[src/rtl/satsub_pipe_if.sv]
// rtl/satsub_pipe_if.sv - operand/result handshake bundle for satsub_pipe
interface satsub_pipe_if #(
   parameter int W     = 12,
   parameter int CNT_W = 8
);
   logic             in_valid;
   logic             in_ready;
   logic [W-1:0]     a;
   logic [W-1:0]     b;
   logic [1:0]       mode;
   logic             out_valid;
   logic             out_ready;
   logic [W-1:0]     y;
   logic             sat;
   logic [CNT_W-1:0] sat_cnt;
   logic             cnt_clr;

   modport master (
      output in_valid, a, b, mode, out_ready, cnt_clr,
      input  in_ready, out_valid, y, sat, sat_cnt
   );

   modport slave (
      input  in_valid, a, b, mode, out_ready, cnt_clr,
      output in_ready, out_valid, y, sat, sat_cnt
   );
endinterface

[src/rtl/satsub_pipe.sv]
// rtl/satsub_pipe.sv - two-stage pipelined saturating subtractor with sticky saturation counter
module satsub_pipe #(
   parameter int W     = 12,
   parameter int CNT_W = 8
) (
   input logic         clk,
   input logic         rst_n,
   satsub_pipe_if.slave bus
);
   logic             en;
   logic [W:0]       diffFull;
   logic             ovf;

   logic [W-1:0]     s1Diff;
   logic             s1Borrow;
   logic             s1Ovf;
   logic             s1Sign;
   logic [1:0]       s1Mode;
   logic             s1Valid;

   logic [W-1:0]     satY;
   logic             satBit;
   logic [W-1:0]     yReg;
   logic             satReg;
   logic             outValidReg;
   logic [CNT_W-1:0] satCnt;
   logic             deliverSat;

   // Whole pipe advances together; a stalled output freezes both stages.
   assign en           = !outValidReg || bus.out_ready;
   assign bus.in_ready = en;

   assign diffFull = {1'b0, bus.a} - {1'b0, bus.b};
   assign ovf      = (bus.a[W-1] != bus.b[W-1]) && (diffFull[W-1] != bus.a[W-1]);

   always_ff @(posedge clk or negedge rst_n) begin
      if (!rst_n) begin
         s1Diff   <= '0;
         s1Borrow <= 1'b0;
         s1Ovf    <= 1'b0;
         s1Sign   <= 1'b0;
         s1Mode   <= 2'b00;
         s1Valid  <= 1'b0;
      end else if (en) begin
         s1Diff   <= diffFull[W-1:0];
         s1Borrow <= diffFull[W];
         s1Ovf    <= ovf;
         s1Sign   <= bus.a[W-1];
         s1Mode   <= bus.mode;
         s1Valid  <= bus.in_valid;
      end
   end

   always_comb begin
      satY   = s1Diff;
      satBit = 1'b0;
      case (s1Mode)
         2'b00: begin
            if (s1Borrow) begin
               satY   = '0;
               satBit = 1'b1;
            end
         end
         2'b01: begin
            if (s1Ovf) begin
               // Negative minuend overflows toward the most negative value.
               satY   = s1Sign ? {1'b1, {(W-1){1'b0}}} : {1'b0, {(W-1){1'b1}}};
               satBit = 1'b1;
            end
         end
         default: begin
            satY   = s1Diff;
            satBit = 1'b0;
         end
      endcase
   end

   always_ff @(posedge clk or negedge rst_n) begin
      if (!rst_n) begin
         yReg        <= '0;
         satReg      <= 1'b0;
         outValidReg <= 1'b0;
      end else if (en) begin
         yReg        <= satY;
         satReg      <= satBit;
         outValidReg <= s1Valid;
      end
   end

   assign deliverSat = outValidReg && bus.out_ready && satReg;

   always_ff @(posedge clk or negedge rst_n) begin
      if (!rst_n) begin
         satCnt <= '0;
      end else if (bus.cnt_clr) begin
         satCnt <= '0;
      end else if (deliverSat && (satCnt != {CNT_W{1'b1}})) begin
         satCnt <= satCnt + 1'b1;
      end
   end

   assign bus.y         = yReg;
   assign bus.sat       = satReg;
   assign bus.out_valid = outValidReg;
   assign bus.sat_cnt   = satCnt;
endmodule
[src/flat_wrapper.sv]
// flat-port wrapper written by rule: the top's interface ports become plain ports
module satsub_pipe_flat 
#(
   parameter int W     = 12,
   parameter int CNT_W = 8
)
  (clk, rst_n, bus_in_valid, bus_a, bus_b, bus_mode, bus_out_ready, bus_cnt_clr, bus_in_ready, bus_out_valid, bus_y, bus_sat, bus_sat_cnt);
  satsub_pipe_if #(.W(W), .CNT_W(CNT_W)) bus_i ();
  input logic clk;
  input logic rst_n;
  input wire logic [$bits(bus_i.in_valid)-1:0] bus_in_valid;
  input wire logic [$bits(bus_i.a)-1:0] bus_a;
  input wire logic [$bits(bus_i.b)-1:0] bus_b;
  input wire logic [$bits(bus_i.mode)-1:0] bus_mode;
  input wire logic [$bits(bus_i.out_ready)-1:0] bus_out_ready;
  input wire logic [$bits(bus_i.cnt_clr)-1:0] bus_cnt_clr;
  output wire logic [$bits(bus_i.in_ready)-1:0] bus_in_ready;
  output wire logic [$bits(bus_i.out_valid)-1:0] bus_out_valid;
  output wire logic [$bits(bus_i.y)-1:0] bus_y;
  output wire logic [$bits(bus_i.sat)-1:0] bus_sat;
  output wire logic [$bits(bus_i.sat_cnt)-1:0] bus_sat_cnt;
  assign bus_i.in_valid = bus_in_valid;
  assign bus_i.a = bus_a;
  assign bus_i.b = bus_b;
  assign bus_i.mode = bus_mode;
  assign bus_i.out_ready = bus_out_ready;
  assign bus_i.cnt_clr = bus_cnt_clr;
  assign bus_in_ready = bus_i.in_ready;
  assign bus_out_valid = bus_i.out_valid;
  assign bus_y = bus_i.y;
  assign bus_sat = bus_i.sat;
  assign bus_sat_cnt = bus_i.sat_cnt;
  satsub_pipe #(.W(W), .CNT_W(CNT_W)) u_core (.clk(clk), .rst_n(rst_n), .bus(bus_i));
endmodule
[config.mk]
export PLATFORM = sky130hd
export DESIGN_NAME = satsub_pipe_flat
export DESIGN_NICKNAME = d
export VERILOG_FILES = /design/src/rtl/satsub_pipe_if.sv /design/src/rtl/satsub_pipe.sv /design/src/flat_wrapper.sv
export SDC_FILE = /design/constraint.sdc
export NUM_CORES = 1
export LEC_CHECK = 0
export BUFFER_PORTS_ARGS = -buffer_cell sky130_fd_sc_hd__buf_4
export CELL_PAD_IN_SITES_DETAIL_PLACEMENT = 0
export CELL_PAD_IN_SITES_GLOBAL_PLACEMENT = 2
export CORE_MARGIN = 2
export CORE_UTILIZATION = 29
export DETAILED_ROUTE_END_ITERATION = 12
export HOLD_SLACK_MARGIN = 0.06
export PLACE_DENSITY = 0.74
export SLEW_MARGIN = 20
export SYNTH_ARGS = -nofsm -noshare
export SYNTH_HDL_FRONTEND = slang
export SYNTH_SLANG_ARGS = --single-unit
export TNS_END_PERCENT = 50
[constraint.sdc]
create_clock -name clk -period 1.85 [get_ports clk]
set_input_delay 0.0925 -clock clk [delete_from_list [all_inputs] [get_ports clk]]
set_output_delay 0.0925 -clock clk [all_outputs]
set_load 0.1 [all_outputs]
---- Word level (Yosys, flattened, before mapping) ----
Index checks and enable logic that the tools add are counted.
word-level totals
  bits in registers ....................... 40
  latch bits .............................. 0
  bits in writable memories ............... 0
  memory bits (read-only) ................. 0
  input port bits ......................... 31
  output and inout port bits .............. 23
  memories ................................ 0
cells by class
  add/subtract/negate cells ............... 2
  $mul .................................... 0
  div/mod/pow operators ................... 0
  $lt $le $gt $ge ......................... 0
  equal/unequal tests ..................... 4
  shift-type cells ........................ 0
  multiplexer cells ....................... 9
  bitwise logic cells ..................... 0
  reductions and logical operators ........ 8
operator list
  kind                 number
  $mux 12              3
  $pmux 12 s2          1
  $mux 8               2
  $sub 12x12->13       1
  $add 8x1->8 const B  1
  $ne 8x8->1 const B   1
  $logic_and 1x1->1    4
  $eq 2x1->1 const B   1
  $logic_not 2->1      1
  $mux 1               2
  $ne 1x1->1           2
  $pmux 1 s2           1
  $reduce_bool 2->1    1
  $logic_not 1->1      1
  $logic_or 1x1->1     1

---- Depth between registers and ports, before layout ----
Gate-level depths: netlist (run 1).
  depth after elaboration ................. 5
  gate-level depth with buffers ........... 9
  gate-level depth less buffers ........... 9

---- Worst setup path after synthesis (run 1) ----
OpenSTA, ideal clock, no wires.
  path type ............................... register to register
  start point ............................. reg u_core.outValidReg (netlist: u_core.bus.out_valid)
  end point ............................... reg u_core.yReg[11] (netlist: u_core.bus.y[11])
  setup time .............................. 0.195 ns
  arrival time ............................ 2.354 ns
  required time ........................... 1.655 ns
  slack ................................... -0.699 ns
  stages on the path, launching flop included .. 5
  path buffers ............................ 1
  period minus slack after synthesis ...... 2.549 ns
  cell sequence ........................... dfrtp_1 > and2b_1 > inv_2 > clkbuf_1 > a31oi_1
between the ends
  word-level cells in the longest chain between the ends .. 2
RTL lines
  element                 line                RTL
  start, declared         satsub_pipe.sv:25   logic outValidReg;
  start signal, assigned  satsub_pipe.sv:86   outValidReg <= s1Valid;
  $logic_not 1->1         satsub_pipe.sv:30   assign en = !outValidReg || bus.out_ready;
  $logic_or 1x1->1        satsub_pipe.sv:30
  named net bus_in_ready  flat_wrapper.sv:17  output wire logic [$bits(bus_i.in_ready)-1:0] bus_in_ready;
  end signal, assigned    satsub_pipe.sv:84   yReg <= satY;
  end, declared           satsub_pipe.sv:23   logic [W-1:0] yReg;
The timed path passes the listed nets, and every way through them passes these cells.
A chain may end at the register's enable or synchronous reset.

---- Final worst setup path (run 1) ----
  start point ............................. reg u_core.satCnt[0] (netlist: u_core.bus.sat_cnt[0])
  end point ............................... reg u_core.satCnt[7] (netlist: u_core.bus.sat_cnt[7])
between the ends
  word-level cells in the longest chain between the ends .. 3
  elaborated cells on any way between the ends .. 6
  classes of those cells .................. add/sub (1); eq/ne (1); mux (2); reduce/logical (2)
RTL lines
  element                                             line                                  RTL
  start, declared                                     satsub_pipe.sv:26                     logic [CNT_W-1:0] satCnt;
  start signal, assigned                              satsub_pipe.sv:98                     satCnt <= satCnt + 1'b1;
  $add 8x1->8 / $ne 8x8->1 (equally long branches)    satsub_pipe.sv:98, satsub_pipe.sv:97
  $mux 8 / $logic_and 1x1->1 (equally long branches)  satsub_pipe.sv:97                     end else if (deliverSat && (satCnt != {CNT_W{1'b1}})) begin
  $mux 8 / $reduce_bool 2->1 (equally long branches)  n/a
Parallel ways exist; a longest one is shown, timed or not. The select of a mux whose other input is x is not followed.

==> impl_results.md, run 1 <==
* Syn_area_per_cell at just under 9 µm²
* Pre-Repair DR Iteration Count at 4
* Layout Area Growth over Synthesis at 32.4%
* Uppermost layer routed: met4
* Non-filler cells, final at 425
* Diode count at 0
* Maximum vdd drop at approximately 0.00032 V
* Total Wirelength at 5.28 mm
* FF+latch count, synth at 40
* Netlist Area Pre-Place at 2300 µm²
* Clock latency on the worst-skew pair at 0.29 ns
* Clock Sinks at 40
* Port bufs at 53
* Commonest cells post-synth: nand2_1 (48), dfrtp_1 (40), a21oi_1 (22)
* Final worst-path cycle share at 0.937
* Largest cells by area after synthesis: dfrtp_1 (44%), nand2_1 (7.8%), ha_1 (7.1%)
* Drt drc at 0
* M1 WL at 2.74 mm
* TritonCTS Buffers at 5
* Via density at ~4.7
* Critical path, cell by cell: ha_4 -> and2_4 -> a41oi_4 -> nand4_2 -> or3_1 -> a21oi_1
* NumNets Final at roughly 370
* P_leak at 1.40 nW
* Std-Cell Rows at 32
* Routed vias at 2001
* GR Overflow Total at 0
* Pre-CTS setup slack at -0.131 ns
* Final Max Slew Viols at 0
* Worst path required time at about 2.1 ns
* Fill cell count at between 800 and 900
* Placed instance count at 411
* GRT Resource Usage Total at 0.129
* Status: finished, final reports clean
* Placer Congestion at ~0.76
* Hpwl dp at 3.97 mm
* DR iter-0 viols at 74
* CP arrival at just under 2 ns
* Buf+Inv Stages, Crit Path at 0
* Syn Inst Count at 259
* Initial antenna violation count at 0
* FF+latch area at 1020 µm²
* Most frequent cell after synthesis: nand2_1
* Top fanout value on the critical path at 5
* WL met3 at 219 µm
* Worst-margin pin slew at ~0.51 ns
* Clock transition at path regs at around 0.08 ns
* Post-synthesis sequential area ratio at 0.435
* Cell taking the most area after synthesis: dfrtp_1
* Initial Util at 0.299
* Critical path launch point type: flip-flop
* Min-Delay Path Class: in2reg
* Max Clock Freq at between 0.5 and 0.6 GHz
* Final setup fails at 0
* Number of global-route vias before repair at 1941
* Final Hold Fails at 0
* Fin worst setup slack at 0.116 ns
* Min cycle time layout at 1.73 ns
* Main synth FF type: dfrtp_1
* Crit path max-delay family: simple AND/OR/NAND/NOR gates
* CTS tree: done
* Slowest CP cell: dfrtp_4
* EDFF count, synth at 0
* Yosys top cell area share at 0.435
* Share of cells above drive strength 1 at 0.263
* Largest stage delay, worst path at about 0.52 ns
* Die footprint at ~8700 µm²
* Met2 WL at about 2.3 mm
* Synth warnings at 0
* MaxCap Viol Count at 0
* Clock Root Buffer: clkbuf_8
* Unrepaired setup endpoints after global routing: no
* Worst Skew at 0.00617 ns
* Post-synth cell types at 50
* Slew HR at 0.657
* Core region area at 7690 µm²
* Setup bufs post-CTS at 0
* Global-route wire length before repair at 9.07 mm
* Avg WL per Cell at 12.4 µm
* H-Tree Depth at 2
* Cell Area, Placed at 2870 µm²
* Mapped Nets at 304
* Footprint of the multi-input gates at 1220 µm²
* Largest net degree at the start of global routing at 41
* Longest Clk Path Bufs at 2
* Die Ht at 93.0 µm
* IO Count at 54
* Pwr/cell area at 1090 nW/µm²
* Ys async rst share at 1.00
* Final ANT Viol Nets at 0
* Critical Path End Type: flip-flop
* Die Width at 93.0 µm
* Design area at just over 3000 µm²
* CP Class: reg2reg
-- repair_timing --
| item | in CTS | in global routing |
|---|---|---|
| endpoints found under the setup margin | 0 | 2 |
| hold buffers | 6 | 0 |
| gates resized for setup | 0 | 1 |
| hold endpoints to repair | 52 | 0 |
-- cell usage in the layout (no fill, tap or decap), types with 2 or more instances in the layout --
cell	count
nor3_1	5
dfrtp_2	6
a21boi_0	2
inv_1	14
o31ai_1	2
nand4_1	2
o21ai_0	7
o22ai_1	2
or3_1	2
xnor2_1	2
dlygate4sd3_1	6
a211oi_1	4
nor3b_1	4
o21ai_1	19
ha_1	12
nand2_1	48
a21oi_1	22
nand3_1	2
a21o_1	3
buf_4	61
nand2b_1	2
dfrtp_4	2
clkbuf_8	5
dfrtp_1	32
xor2_1	7
nor2_1	16
and3_1	2
o21a_1	4
-- final cells by class --
cell class,count,share of cell area
Clock buffer,6,0.0238
Tap cell,102,0.0419
Sequential cell,40,0.334
Multi-Input combinational cell,193,0.400
Clock inverter,2,0.0115
Inverter,15,0.0185
Timing Repair Buffer,67,0.170
-- worst min-delay path, cell delays in order --
cell	delay (ns)
buf_4	0.08
ha_1	0.13
a21oi_1	0.06
-- path summary, 6_finish.rpt --
| kind | to | slack [ns] | cells after the start | start |
|---|---|---|---|---|
| worst min register to register | u_core.s1Valid | 0.47 | 2 | u_core.s1Valid |
| worst min-delay path | u_core.s1Diff[0] | 0.1 | 3 | bus_b[0] |
| worst max-delay path | u_core.bus.sat_cnt[7] | 0.12 | 6 | u_core.bus.sat_cnt[0] |
| worst max register to register | u_core.bus.sat_cnt[7] | 0.12 | 6 | u_core.bus.sat_cnt[0] |
| max in group asynchronous | u_core.bus.sat | 1.15 | 2 | rst_n |
| min in group asynchronous | u_core.bus.sat_cnt[0] | 0.30 | 2 | rst_n |
-- state kept, by name, indices dropped and copies added (netlist names) --
register and cells:
u_core.s1Valid 1, u_core.bus.sat_cnt 8, u_core.bus.out_valid 1, u_core.s1Sign 1
u_core.s1Mode 2, u_core.bus.sat 1, u_core.bus.y 12, u_core.s1Borrow 1
u_core.s1Ovf 1, u_core.s1Diff 12
-- cells by family after synthesis --
kind of cell | Yosys count | share of synthesized area
mux | 1 | 0.00436
simple gates | 94 | 0.197
flops | 40 | 0.435
buf+inv | 26 | 0.0435
xor+xnor | 9 | 0.0343
fa+ha+maj | 14 | 0.0795
compound gates | 75 | 0.206
-- report_power, final --
group          switching [mW]  internal [mW]
sequential              0.118           1.05
combinational            1.05          0.382
clock                   0.311          0.401
total                    1.48           1.83
-- stage by stage --
step | util | power, mW | hold slack [ns] | TNS [ns]
finish | 0.396 | 3.31 | 0.0965 | 0
global placement | 0.373 | 2.60 | 0.109 | -0.0380
floorplan | - | 2.24 | -0.203 | -0.0987
CTS | 0.395 | 3.34 | 0.0866 | 0
global route | 0.396 | 3.49 | 0.0968 | 0
detailed placement | 0.373 | 2.61 | 0.108 | -0.244
-- metal layers --
metal | vias up | track usage
li1 | 1025 | -
met1 | 928 | 0.189
met2 | 44 | 0.191
met3 | 4 | 0.0250
met4 | 0 | 0.0404
met5 | - | 0
Note: power is estimated with default switching activity, not from simulation.
==> run 2, diff against run 1 <==
--- a/config.mk
+++ b/config.mk
@@ -8,7 +8,7 @@
 export BUFFER_PORTS_ARGS = -buffer_cell sky130_fd_sc_hd__buf_4
 export CELL_PAD_IN_SITES_DETAIL_PLACEMENT = 0
 export CELL_PAD_IN_SITES_GLOBAL_PLACEMENT = 2
-export CORE_MARGIN = 2
+export CORE_MARGIN = 4
 export CORE_UTILIZATION = 29
 export DETAILED_ROUTE_END_ITERATION = 12
 export HOLD_SLACK_MARGIN = 0.06
==> impl_results.md, run 2 (synthesis gave the netlist of run 1 again) <==
* TritonCTS Buffers at 5
* Pwr/cell area at 1080 nW/µm²
* Std-Cell Rows at 32
* Final ANT Viol Nets at 0
* Routed vias at 2010
* Die Ht at 97.0 µm
* Min cycle time layout at 1.74 ns
* Unrepaired setup endpoints after global routing: no
* Worst path required time at 2.08 ns
* CP Class: reg2reg
* Clock transition at path regs at 0.08 ns
* Startpoint of the worst register-to-register path: u_core.bus.sat_cnt[0]
* Hpwl dp at 4.07 mm
* Longest Clk Path Bufs at 2
* Clock Sinks at 40
* GRT Resource Usage Total at 0.122
* Layout Area Growth over Synthesis at 32.9%
* DR iter-0 viols at 39
* Final hold slack at 0.0956 ns
* Critical Path End Type: flip-flop
* Setup_tns at 0 ns
* Setup bufs post-CTS at 0
* Worst reg2reg endpoint: u_core.bus.sat_cnt[7]
* Via density at 4.73
* Slew HR at 0.657
* Final worst-path cycle share at 0.943
* Min-Delay Path Class: in2reg
* Critical path launch point type: flip-flop
* Global-route wire length before repair at 9.59 mm
* H-Tree Depth at 2
* IO Count at 54
* GR Overflow Total at 0
* MaxCap Viol Count at 0
* Most frequent cells in the layout: buf_4 (60), nand2_1 (48), dfrtp_1 (32), a21oi_1 (22), o21ai_1 (19)
* Reg2reg setup slack at 0.11 ns
* NumNets Final at 367
* Clock latency on the worst-skew pair at 0.30 ns
* Maximum vdd drop at 0.000334 V
* Worst Skew at 0.00673 ns
* Max Clock Freq at 0.573 GHz
* Commonest non-fill, non-tap cell in the layout: buf_4
* Final Max Slew Viols at 0
* Capture point of the worst path: u_core.bus.sat_cnt[7]
* Largest net degree at the start of global routing at 51
* Total Wirelength at 5.42 mm
* P_leak at 1.40 nW
* Top fanout value on the critical path at 5
* Drt drc at 0
* Die Width at approximately 97 µm
* Share of cells above drive strength 1 at 0.263
* Core region area at 7730 µm²
* Pre-Repair DR Iteration Count at 4
* Status: finished, final reports clean
* Initial antenna violation count at 0
* FF-to-FF path depth at 6
* Clock Root Buffer: clkbuf_8
* Comb power frac at 0.432
* Avg WL per Cell at 12.7 µm
* Port bufs at 53
* Number of global-route vias before repair at roughly 2000
* Final setup fails at 0
* Die footprint at approximately 9400 µm²
* Final Hold Fails at 0
* Reg power frac at 0.351
* Placer Congestion at 0.704
* Initial Util at 0.297
* Internal at 1.83 mW
* Clk pwr share at 0.217
* Worst Setup SP: u_core.bus.sat_cnt[0]
* CTS tree: done
* Diode count at 0
* Sw Ratio at 0.447
* NetSw at 1.48 mW
* CP arrival at 1.97 ns
* Total power at 3.31 mW
* Worst-margin pin slew at 0.515 ns
==> run 2: metal layers <==
| layer | share of wire | global-route usage |
|---|---|---|
| met2 | 0.44 | 0.191 |
| met4 | 0.018 | 0.0454 |
| met3 | 0.040 | 0.0245 |
| met1 | 0.50 | 0.166 |
| met5 | 0 | 0 |
==> run 2: how the worst min path moves through the flow <==
stage / from / endpoint / slack [ns] / cells past startpoint
after floorplan: rst_n / u_core.bus.out_valid / -0.20 / 0
after global placement: rst_n / u_core.bus.y[1] / 0.11 / 1
after detailed placement: rst_n / u_core.bus.y[5] / 0.11 / 1
after CTS: bus_b[0] / u_core.s1Diff[0] / 0.09 / 3
after global routing: bus_b[0] / u_core.s1Diff[0] / 0.1 / 3
final: bus_b[0] / u_core.s1Diff[0] / 0.1 / 3
==> run 2: worst max-delay path, stage by stage (launching register included) <==
cell and delay (ns):
dfrtp_4 0.52, ha_4 0.18, and2_4 0.16, a41oi_4 0.21, nand4_2 0.15, or3_1 0.32
a21oi_1 0.14
==> run 2: metrics by stage <==
| stage | std cells | instance area (µm²) | util | setup WS [ns] |
|---|---|---|---|---|
| 5_1_grt | 425 | 3050 | 0.395 | 0.0159 |
| 3_3_place_gp | 411 | 2880 | 0.373 | -0.0365 |
| 4_1_cts | 425 | 3050 | 0.395 | 0.0862 |
| 3_5_place_dp | 411 | 2880 | 0.373 | -0.113 |
| 2_1_floorplan | 259 | 2330 | - | -0.0987 |
| 6_report | 425 | 3050 | 0.395 | 0.106 |
==> run 2: power by group through the flow <==
stage	sequential, mW	combinational (mW)	clock, mW
floorplan	1.82	0.419	0
global placement	1.18	1.43	0
detailed placement	1.19	1.43	0
CTS	1.17	1.45	0.743
global route	1.19	1.54	0.777
finish	1.16	1.43	0.720
==> run 2: area by class of cell <==
type / count / area [µm²]
clock buffer: 5 / 68.8
clock inverter: 3 / 42.5
sequential: 40 / 1020
tap: 102 / 128
inverter: 15 / 56.3
timing repair buffer: 67 / 531
fill: 843 / 4670
multi-input combinational: 193 / 1210
==> run 2: repair_timing <==
| item | in CTS | in global routing |
|---|---|---|
| hold buffers | 6 | 0 |
| resized for setup | 0 | 0 |
| setup endpoints to repair | 0 | 0 |
| endpoints found under the hold margin | 52 | 0 |
==> run 3, diff against run 2 <==
==> constraint.sdc (replaced) <==
create_clock -name clk -period 1.47 [get_ports clk]
set_input_delay 0.0735 -clock clk [delete_from_list [all_inputs] [get_ports clk]]
set_output_delay 0.0735 -clock clk [all_outputs]
set_load 0.1 [all_outputs]
==> impl_results.md, run 3 (synthesis gave the netlist of run 1 again) <==
* Clock Root Buffer: clkbuf_8
* Global-route met3 utilization at 0.0296
* Final Hold Fails at 0
* Total power at 4.44 mW
* Final ANT Viol Nets at 0
* Most frequent cells in the layout: buf_4 (90), nand2_1 (48), dfrtp_1 (32), a21oi_1 (21), o21ai_1 (21)
* Max Clock Freq at 0.594 GHz
* NumNets Final at 400
* Slew HR at 0.668
* Drt drc at 0
* Commonest non-fill, non-tap cell in the layout: buf_4
* Worst Setup SP: u_core.bus.sat_cnt[1]
* Critical path launch point type: flip-flop
* Core region area at 7730 µm²
* Port bufs at 53
* GR Overflow Total at 0
* HP Start: bus_b[0]
* Pre-Repair DR Iteration Count at 4
* TritonCTS Buffers at 5
* Pwr/cell area at roughly 1300 nW/µm²
* Busiest layer in global routing: met2
* Die Width at 97.0 µm
* Global-route wire length before repair at 9.50 mm
* Min cycle time layout at 1.68 ns
* P_leak at 1.59 nW
* Longest Clk Path Bufs at 2
* Avg WL per Cell at 11.9 µm
* Diode count at 0
* Share of cells above drive strength 1 at 0.357
* Failing checks: setup timing
* Clock Sinks at 40
* Startpoint of the worst register-to-register path: u_core.bus.sat_cnt[1]
* MaxCap Viol Count at 0
* GRT Resource Usage Total at 0.120
* Largest net degree at the start of global routing at 41
* Min-Delay Path Class: in2reg
* Die Ht at between 90 and 100 µm
* Top fanout value on the critical path at 2
* Maximum vdd drop at about 0.00057 V
* Critical Path End Type: flip-flop
* Worst path required time at ~1.7 ns
* Final hold slack at 0.0768 ns
* Clock transition at path regs at around 0.080 ns
* Via density at around 4.6
* Initial Util at 0.297
* Final Max Slew Viols at 0
* H-Tree Depth at 2
* Layout Area Growth over Synthesis at 48.4%
* GR Util met2 at 0.179
* Unrepaired setup endpoints after global routing: yes
* Std-Cell Rows at 32
* Fin worst setup slack at -0.214 ns
* Worst-margin pin slew at 0.498 ns
* Placer Congestion at 0.747
* IO Count at 54
* CP arrival at 1.91 ns
* Routed vias at about 2100
* CP Class: reg2reg
* Initial antenna violation count at 0
* DR iter-0 viols at 88
* Total Wirelength at 5.47 mm
* Clock latency on the worst-skew pair at 0.29 ns
* Final worst-path cycle share at 1.15
* Status: finished with violations
* Met1 Use GR at 0.169
* Number of global-route vias before repair at 2060
* Die footprint at 9410 µm²
* CTS tree: done
* Fill cell count at 799
* Hpwl dp at 4.28 mm
* Final setup fails at 8
* Worst Skew at approximately 0.011 ns
==> run 3: cell count changes in the layout (fill, tap and decap cells not counted), sizes merged <==
cell,delta
clkinvlp,-1
clkbuf,+1
bufinv,+1
buf,+33
inv,-1
==> run 3: power breakdown <==
part | switching, mW | internal, mW | leakage, nW
sequential | 0.138 | 1.32 | 0.482
clock | 0.374 | 0.679 | 0.0654
combinational | 1.35 | 0.576 | 1.05
==> run 3: through the flow <==
| step | TNS (ns) | utilization | setup WS [ns] | cells | cell area, µm² |
|---|---|---|---|---|---|
| after global placement | -2.33 | 0.406 | -0.297 | 442 | 3130 |
| after floorplan | -3.13 | - | -0.479 | 259 | 2370 |
| final | -0.985 | 0.441 | -0.214 | 458 | 3410 |
| after detailed placement | -2.85 | 0.406 | -0.354 | 442 | 3130 |
| after global routing | -1.73 | 0.441 | -0.289 | 458 | 3410 |
| after CTS | -1.19 | 0.435 | -0.232 | 456 | 3360 |
==> run 3: critical path: stages (launching register included) <==
cell and delay [ns]:
dfrtp_4 0.49, ha_4 0.17, and2_4 0.16, a41oi_4 0.23
nand4_2 0.11, or3_1 0.34, a21oi_2 0.12
==> run 3: layout make-up <==
type	count	area, µm²	share of cell area
tap	102	128	0.0374
sequential	40	1030	0.301
inverter	15	63.8	0.0187
clock buffer	6	72.6	0.0213
timing repair buffer	100	798	0.234
multi-input combinational	193	1260	0.370
clock inverter	2	60.1	0.0176
==> run 3: timing repair <==
action,CTS,global route
setup endpoints to repair,12,16
resized for setup,7,13
hold endpoints to repair,52,0
pin swaps,3,8
buffers inserted,0,2
hold buffers,6,0
==> run 3: worst paths after layout <==
| kind | slack [ns] | cells past startpoint | end |
|---|---|---|---|
| setup / recovery | -0.21 | 6 | u_core.bus.sat_cnt[7] |
| hold reg to reg | 0.45 | 1 | u_core.bus.out_valid |
| min in group asynchronous | 0.30 | 2 | u_core.bus.sat_cnt[1] |
| max in group asynchronous | 0.80 | 2 | u_core.bus.out_valid |
| setup reg to reg | -0.21 | 6 | u_core.bus.sat_cnt[7] |
| hold / removal | 0.08 | 3 | u_core.s1Diff[0] |
==> run 3: routing by layer <==
metal,share of wire,routed length [µm]
met1,0.50,2760
met2,0.44,2400
met3,0.053,289
met4,0.0029,16
met5,0,0
